===== src/rtl/gate_pool_arbiter.sv =====
// Round-robin arbiter in front of a shared bitwise logic unit (NOT/OR/AND).
// One transaction at a time: IDLE grants, EXEC computes, RESP holds until consumed.
`timescale 1ns/1ps
module gate_pool_arbiter #(
  parameter int WIDTH = 32,
  parameter int N_REQ = 4,
  localparam int ID_W = ($clog2(N_REQ) < 1) ? 1 : $clog2(N_REQ)
) (
  input  logic                   i_clk,
  input  logic                   i_rst,
  input  logic [N_REQ-1:0]       i_req,
  input  logic [2*N_REQ-1:0]     i_op,
  input  logic [WIDTH*N_REQ-1:0] i_a,
  input  logic [WIDTH*N_REQ-1:0] i_b,
  input  logic                   i_ready,
  output logic [N_REQ-1:0]       o_gnt,
  output logic [WIDTH-1:0]       o_result,
  output logic [ID_W-1:0]        o_id,
  output logic                   o_valid,
  output logic                   o_err,
  output logic                   o_busy,
  output logic [15:0]            o_count
);

  typedef enum logic [1:0] {
    IDLE = 2'd0,
    EXEC = 2'd1,
    RESP = 2'd2
  } state_t;

  state_t           state;
  logic [ID_W-1:0]  ptr;
  logic [1:0]       op_q;
  logic [WIDTH-1:0] a_q;
  logic [WIDTH-1:0] b_q;

  logic             found;
  logic [ID_W-1:0]  winner;
  logic [ID_W-1:0]  next_ptr;
  int               idx;

  // Search upward from ptr, wrapping at N_REQ; the first set request wins.
  always_comb begin
    found  = 1'b0;
    winner = '0;
    idx    = 0;
    for (int i = 0; i < N_REQ; i++) begin
      idx = int'(ptr) + i;
      if (idx >= N_REQ) idx = idx - N_REQ;
      if (!found && i_req[idx]) begin
        found  = 1'b1;
        winner = ID_W'(idx);
      end
    end
  end

  always_comb begin
    next_ptr = '0;
    if (winner != ID_W'(N_REQ - 1)) next_ptr = winner + 1'b1;
  end

  assign o_busy = (state != IDLE);

  always_ff @(posedge i_clk or posedge i_rst) begin
    if (i_rst) begin
      state    <= IDLE;
      ptr      <= '0;
      op_q     <= '0;
      a_q      <= '0;
      b_q      <= '0;
      o_gnt    <= '0;
      o_result <= '0;
      o_id     <= '0;
      o_valid  <= 1'b0;
      o_err    <= 1'b0;
      o_count  <= '0;
    end else begin
      case (state)
        IDLE: begin
          o_gnt <= '0;
          if (found) begin
            state <= EXEC;
            ptr   <= next_ptr;
            op_q  <= i_op[int'(winner)*2 +: 2];
            a_q   <= i_a[int'(winner)*WIDTH +: WIDTH];
            b_q   <= i_b[int'(winner)*WIDTH +: WIDTH];
            o_id  <= winner;
            o_gnt <= {{(N_REQ-1){1'b0}}, 1'b1} << winner;
          end
        end
        EXEC: begin
          state   <= RESP;
          o_gnt   <= '0;
          o_valid <= 1'b1;
          o_err   <= 1'b0;
          case (op_q)
            2'b00: o_result <= ~a_q;
            2'b01: o_result <= a_q | b_q;
            2'b10: o_result <= a_q & b_q;
            2'b11: begin
              o_result <= '0;
              o_err    <= 1'b1;
            end
          endcase
        end
        RESP: begin
          o_gnt <= '0;
          if (i_ready) begin
            state   <= IDLE;
            o_valid <= 1'b0;
            o_err   <= 1'b0;
            if (o_count != 16'hFFFF) o_count <= o_count + 16'd1;
          end
        end
        default: begin
          state   <= IDLE;
          o_gnt   <= '0;
          o_valid <= 1'b0;
          o_err   <= 1'b0;
        end
      endcase
    end
  end

endmodule

===== config.mk =====
export PLATFORM = sky130hd
export DESIGN_NAME = gate_pool_arbiter
export DESIGN_NICKNAME = d
export VERILOG_FILES = /design/src/rtl/gate_pool_arbiter.sv
export SDC_FILE = /design/constraint.sdc
export NUM_CORES = 1
export LEC_CHECK = 0
export CAP_MARGIN = 30
export CORE_MARGIN = 10
export CORE_UTILIZATION = 47
export CTS_CLUSTER_DIAMETER = 200
export CTS_CLUSTER_SIZE = 30
export DETAILED_ROUTE_END_ITERATION = 10
export GPL_ROUTABILITY_DRIVEN = 0
export GPL_TIMING_DRIVEN = 0
export MAX_ROUTING_LAYER = met4
export PLACE_DENSITY = 0.94
export REMOVE_ABC_BUFFERS = 1
export SLEW_MARGIN = 20
export SYNTH_ARGS = -nofsm -noshare
export SYNTH_HDL_FRONTEND = slang
export SYNTH_SLANG_ARGS = --single-unit

===== constraint.sdc =====
create_clock -name i_clk -period 6 [get_ports i_clk]
set_input_delay 0.9 -clock i_clk [delete_from_list [all_inputs] [get_ports i_clk]]
set_output_delay 0.9 -clock i_clk [all_outputs]
set_load 0.005 [all_outputs]

==> results of run 1 <==
[cells in the final DEF, fill, tap and decap left out, types with 2 or more instances in the layout]
cell type        count
o21ai_1              3
o21ai_0             44
clkbuf_16           17
diode_2              3
nor2b_4              2
nand4_1              5
inv_6                4
xor2_1               2
clkinvlp_4           5
clkdlybuf4s50_1    327
nand3b_1             2
clkbuf_8             3
clkinv_2             2
buf_16              10
mux2i_1             67
a22oi_1              3
buf_6                7
nor2_1              32
and2_0               7
bufinv_16            2
ha_1                 2
a211oi_1            26
xnor2_1             15
a21oi_1             26
nand2b_4             2
a32oi_1              4
inv_1               31
o211ai_1            65
a21o_1              28
a41oi_2             51
dfrtp_1            124
nand3_1             71
a41oi_1             15
nor2b_1              4
and2_1              35
nand2_1             50
dfrtp_2              2
and3_1               2
[power breakdown]
part	leakage (uW)	internal [uW]	switching, uW	total (uW)
Clock	0.000281	647	395	1040
Combinational	0.00299	1470	1700	3160
Sequential	0.00158	1230	315	1550
[sequential cells by signal, indices dropped and copies added (netlist names)]
| register | cells |
|---|---|
| a_q | 32 |
| b_q | 32 |
| o_count | 16 |
| o_err | 1 |
| o_gnt | 4 |
| o_id | 2 |
| o_result | 32 |
| o_valid | 1 |
| op_q | 2 |
| ptr | 2 |
| state | 2 |
[metal layers]
metal	GRT usage	up-vias	part of all wire
li1	-	3634	-
met1	0.299	3900	0.39
met2	0.452	375	0.51
met3	0.0600	52	0.077
met4	0.0845	0	0.023
met5	-	-	0
[kinds of logic after synthesis]
family,synth area share
AOI/OAI and AO/OA,0.293
and+or+nand+nor,0.138
DFF,0.395
buffers and inverters,0.0671
muxes,0.0855
xor gates and xnor gates,0.0187
adders and majority gates,0.00314
[tightest hold or removal path, cell delays in order, from the launching register on]
cell and delay, ns:
dfrtp_1 0.34, nand2_1 0.05, o21ai_0 0.06
[path summary, 6_finish.rpt]
kind | start | endpoint | slack [ns]
max | i_req[1] | a_q[11] | 2.44
min in group asynchronous | i_rst | o_result[21] | 0.92
max reg2reg | state[0] | b_q[0] | 2.77
max in group asynchronous | i_rst | b_q[30] | 4.41
min reg2reg | o_result[29] | o_result[29] | 0.48
min | o_result[29] | o_result[29] | 0.48
[cell type report]
cell class                      instances  area (sq um)  share of cell area
Antenna cell                            3          7.51            0.000618
Clock buffer                           20           467              0.0384
Clock inverter                         12           134              0.0110
Inverter                               33           136              0.0112
Multi-Input combinational cell        579          4320               0.356
Sequential cell                       126          3160               0.260
Tap cell                              220           275              0.0227
Timing Repair Buffer                  345          3640               0.300
[stage by stage]
step	setup TNS (ns)	power, uW	hold slack (ns)	utilization	instance area [sq um]
after floorplan	-0.350	3390	0.471	-	7570
after global placement	-164.70	4450	0.460	0.670	11100
final	0	5750	0.476	0.732	12100
after detailed placement	0	4700	0.469	0.695	11500
after CTS	0	5760	0.481	0.732	12100
after global routing	0	6120	0.496	0.732	12100
==> flow_metrics.tcl, run 1 <==
set metrics [dict create \
    status "completed" \
    max_cap_violations 0 \
    fillers 1151 \
    cp_slowest_cell "nand2b_4" \
    pin_count 328 \
    cts.sinks 126 \
    synth_cell_types 46 \
    synth.top_cells.by_count "dfrtp_1 (126), nand3_1 (71), mux2i_1 (67)" \
    grt_overflow 0 \
    grtUsageTotal 0.264 \
    cp_common_cell "buf_16" \
    worst_ep_required_time_ns 6.24 \
    grt_max_degree 68 \
    tritoncts "done" \
    yosysWarnings 0 \
    layout_setup_ws_ns 2.44 \
    ys.flop_type "dfrtp_1" \
    maxSlewViolCount 0 \
    portBuffers 327 \
    dp_slack_ns 2.02 \
    synth_seq_cells 126 \
    grt_pass1_wl_microns 45900 \
    synth.area.top_cells "dfrtp_1 (40%), a41oi_2 (10%), mux2i_1 (8.4%)" \
    syn_inst 818 \
    slowest_delay_ns 0.68 \
    vdd_ir_drop_max_uv 354 \
    dp_cells 1303 \
    finalHoldViolCount 0 \
    path_cells "clkdlybuf4s50_1, nor2_1, a21o_2, buf_16, inv_6, buf_16, nand2b_4, o211ai_1" \
    max_freq_mhz 281 \
    post_cts_resized 0 \
    hold_path.class "reg2reg" \
    synth.avg_cell_area_sq_um 9.75 \
    crit_fanout 67 \
    synth_top_area_frac 0.395 \
    worstRegToRegCells 7 \
    wl_microns 29800 \
    timing_worst_slew_pin_value_ns 0.888 \
    detail_route.wl_per_cell_microns 22.3 \
    vias 7961 \
    rows 47 \
    antenna_left 0 \
    vias_per_cell 5.95 \
    stdcell_count 1338 \
    period_needed_ns 3.56 \
    grt_setup_unrepaired "no" \
    power.density_mw_per_mm2 474 \
    area_growth_pct 52.2 \
    slew_headroom 0.408 \
    core_area_sq_mm 0.0166 \
    clkTransAtPathRegs_ns 0.06 \
    syn_area_sq_mm 0.00798 \
    post_cts_buffers 0 \
    initial_utilization 0.481 \
    die_area_sq_mm 0.0226 \
    power_leakage_uw 0.00485 \
    dp_hpwl_microns 22200 \
    postCtsHoldBufs 0 \
    grt_pass1_vias 8406 \
    cp_data_arrival_time_ns 3.80 \
    async_reset_ff_frac 1.00 \
    min_path_cells 2 \
    synth_most_common_cell "dfrtp_1" \
    clk_latency_ns 0.41 \
    final_net_count 1375 \
    drive_gt1_frac 0.102 \
    drt_pass1_iterations 5 \
    cts-htree-levels 4 \
    synth_edf_count 0 \
    cts_buffers 17 \
    cp.depth 8 \
    yosysTopAreaCell "dfrtp_1" \
    crit_buf_inv 4 \
    setup_violations 0 \
    start_kind "input port" \
    cts_buffer_depth 2 \
    fin_crit_sh 0.594 \
    crit_type "in2reg" \
    crit_family "buffers and inverters" \
    skew_ns 0.00816 \
    grt_antenna_before_repair 1 \
    end_kind "register" \
    drc 0 \
    drt_iter0_markers 542 \
    fp.dieW_microns 150 \
    yosysSeqAreaShare 0.395 \
    die_h_microns 150 \
    root_buffer "clkbuf_16" \
]
Note: power is estimated with default switching activity, not from simulation.
==> run 2, diff against run 1 <==
- CORE_UTILIZATION: 47 -> 40
- PLACE_DENSITY: 0.94 -> 0.85
- clock period: 6 -> 3.2 ns (I/O delays scaled with it)
==> flow_metrics.tcl, run 2 (synthesized netlist as in run 1, its figures left out) <==
set metrics [dict create \
    path_cells "or2_1, a21o_2, buf_16, inv_6, buf_16, nand2b_4, o211ai_1" \
    power.density_mw_per_mm2 881 \
    skew_ns 0.00974 \
    grt_max_degree 68 \
    post_cts_buffers 0 \
    crit_type "reg2reg" \
    vias 7741 \
    slew_headroom 0.429 \
    stdcell_count 1381 \
    crit_buf_inv 3 \
    detail_route.wl_per_cell_microns 21.0 \
    pin_count 328 \
    start_kind "register" \
    postCtsHoldBufs 0 \
    postPlaceCellArea_sq_mm 0.0116 \
    power_leakage_uw 0.00486 \
    portBuffers 327 \
    final_common_cell "clkdlybuf4s50_1" \
    finalHoldViolCount 0 \
    die_h_microns 161 \
    final_net_count 1376 \
    area_growth_pct 52.9 \
    maxSlewViolCount 0 \
    die_area_sq_mm 0.0260 \
    cp_slowest_cell "dfrtp_1" \
    utilization 0.625 \
    drc 0 \
    cts.sinks 126 \
    cp_common_cell "buf_16" \
    period_needed_ns 2.96 \
    drt_iter0_markers 463 \
    grt_antenna_before_repair 0 \
    wl_microns 29000 \
    max_freq_mhz 338 \
    grtUsageTotal 0.219 \
    cts_buffer_depth 2 \
    initial_utilization 0.409 \
    dp_slack_ns -0.333 \
    hold_path.class "reg2reg" \
    timing_worst_slew_pin_value_ns 0.857 \
    slowest_delay_ns 0.47 \
    core_area_sq_mm 0.0195 \
    antenna_left 0 \
    crit_fanout 65 \
    n_antenna_cell 0 \
    reg.largest.list "a_q (32), b_q (32), o_result (32)" \
    r2r-start "state[0]" \
    clk_latency_ns 0.42 \
    dp_cells 1348 \
    root_buffer "clkbuf_16" \
    grt_pass1_vias 8193 \
    status "completed" \
    cts_buffers 17 \
    layout_common_cells "clkdlybuf4s50_1 (327), dfrtp_1 (124), nand3_1 (71)" \
    rows 51 \
    min-delay-start "o_result[10]" \
    tritoncts "done" \
    max_cap_violations 0 \
    grt_overflow 0 \
    clkTransAtPathRegs_ns 0.06 \
    fin_crit_sh 0.924 \
    critPathLaunch "state[0]" \
    setup_violations 0 \
    grt_pass1_wl_microns 44700 \
    end_kind "register" \
    crit_family "buffers and inverters" \
    fillers 1591 \
    layout_setup_ws_ns 0.243 \
    dp_hpwl_microns 21200 \
    fp.dieW_microns 161 \
    cp_data_arrival_time_ns 3.27 \
    drive_gt1_frac 0.101 \
    grt_setup_unrepaired "no" \
    drt_pass1_iterations 5 \
    finalInstanceArea_sq_mm 0.0122 \
    vias_per_cell 5.61 \
    worst_ep_required_time_ns 3.51 \
    vdd_ir_drop_max_uv 537 \
    cts-htree-levels 4 \
]
## run 2: where the power goes
part / switching, uW / internal, uW / leakage, uW
Clock: 742 / 1250 / 0.000284
Combinational: 3130 / 2750 / 0.00300
Sequential: 570 / 2310 / 0.00158
## run 2: per-layer routing
metal / vias to the layer above / wire length [microns] / global-route usage
li1: 3632 / - / -
met1: 3755 / 11900 / 0.255
met2: 299 / 14700 / 0.365
met3: 55 / 1630 / 0.0521
met4: 0 / 749 / 0.0707
met5: - / 0 / -
## run 2: worst paths after layout
| check | endpoint | slack, ns | depth (start not counted) |
|---|---|---|---|
| worst max-delay path | b_q[25] | 0.24 | 7 |
| worst min-delay path | o_result[10] | 0.48 | 2 |
| worst max register to register | b_q[25] | 0.24 | 7 |
| worst min register to register | o_result[10] | 0.48 | 2 |
| max in group asynchronous | op_q[1] | 2.01 | 3 |
| min in group asynchronous | o_result[6] | 0.49 | 2 |
## run 2: per-stage QoR
stage | TNS, ns | hold WS [ns] | power (uW)
global placement | -675.47 | 0.461 | 7980
CTS | -0.00597 | 0.481 | 10800
finish | 0 | 0.477 | 10800
detailed placement | -18.45 | 0.469 | 8730
global route | 0 | 0.491 | 11500
floorplan | -246.61 | 0.471 | 6360
## run 2: worst register-to-register path, cell delays in order (launching register included)
cell and delay (ns):
dfrtp_1 0.47, or2_1 0.30, a21o_2 0.40, buf_16 0.27, inv_6 0.29, buf_16 0.35
nand2b_4 0.46, o211ai_1 0.32
## run 2: area by class of cell
| type | count | area [sq um] | share of cell area |
|---|---|---|---|
| Tap cell | 265 | 332 | 0.0272 |
| Sequential cell | 126 | 3160 | 0.259 |
| Clock buffer | 20 | 447 | 0.0366 |
| Multi-Input combinational cell | 580 | 4340 | 0.355 |
| Timing Repair Buffer | 345 | 3630 | 0.298 |
| Clock inverter | 12 | 160 | 0.0131 |
| Inverter | 33 | 136 | 0.0112 |
## run 2: timing repair
action / CTS / global route
gates cloned: 0 / 1
resized for setup: 0 / 1
setup endpoints to repair: 1 / 66
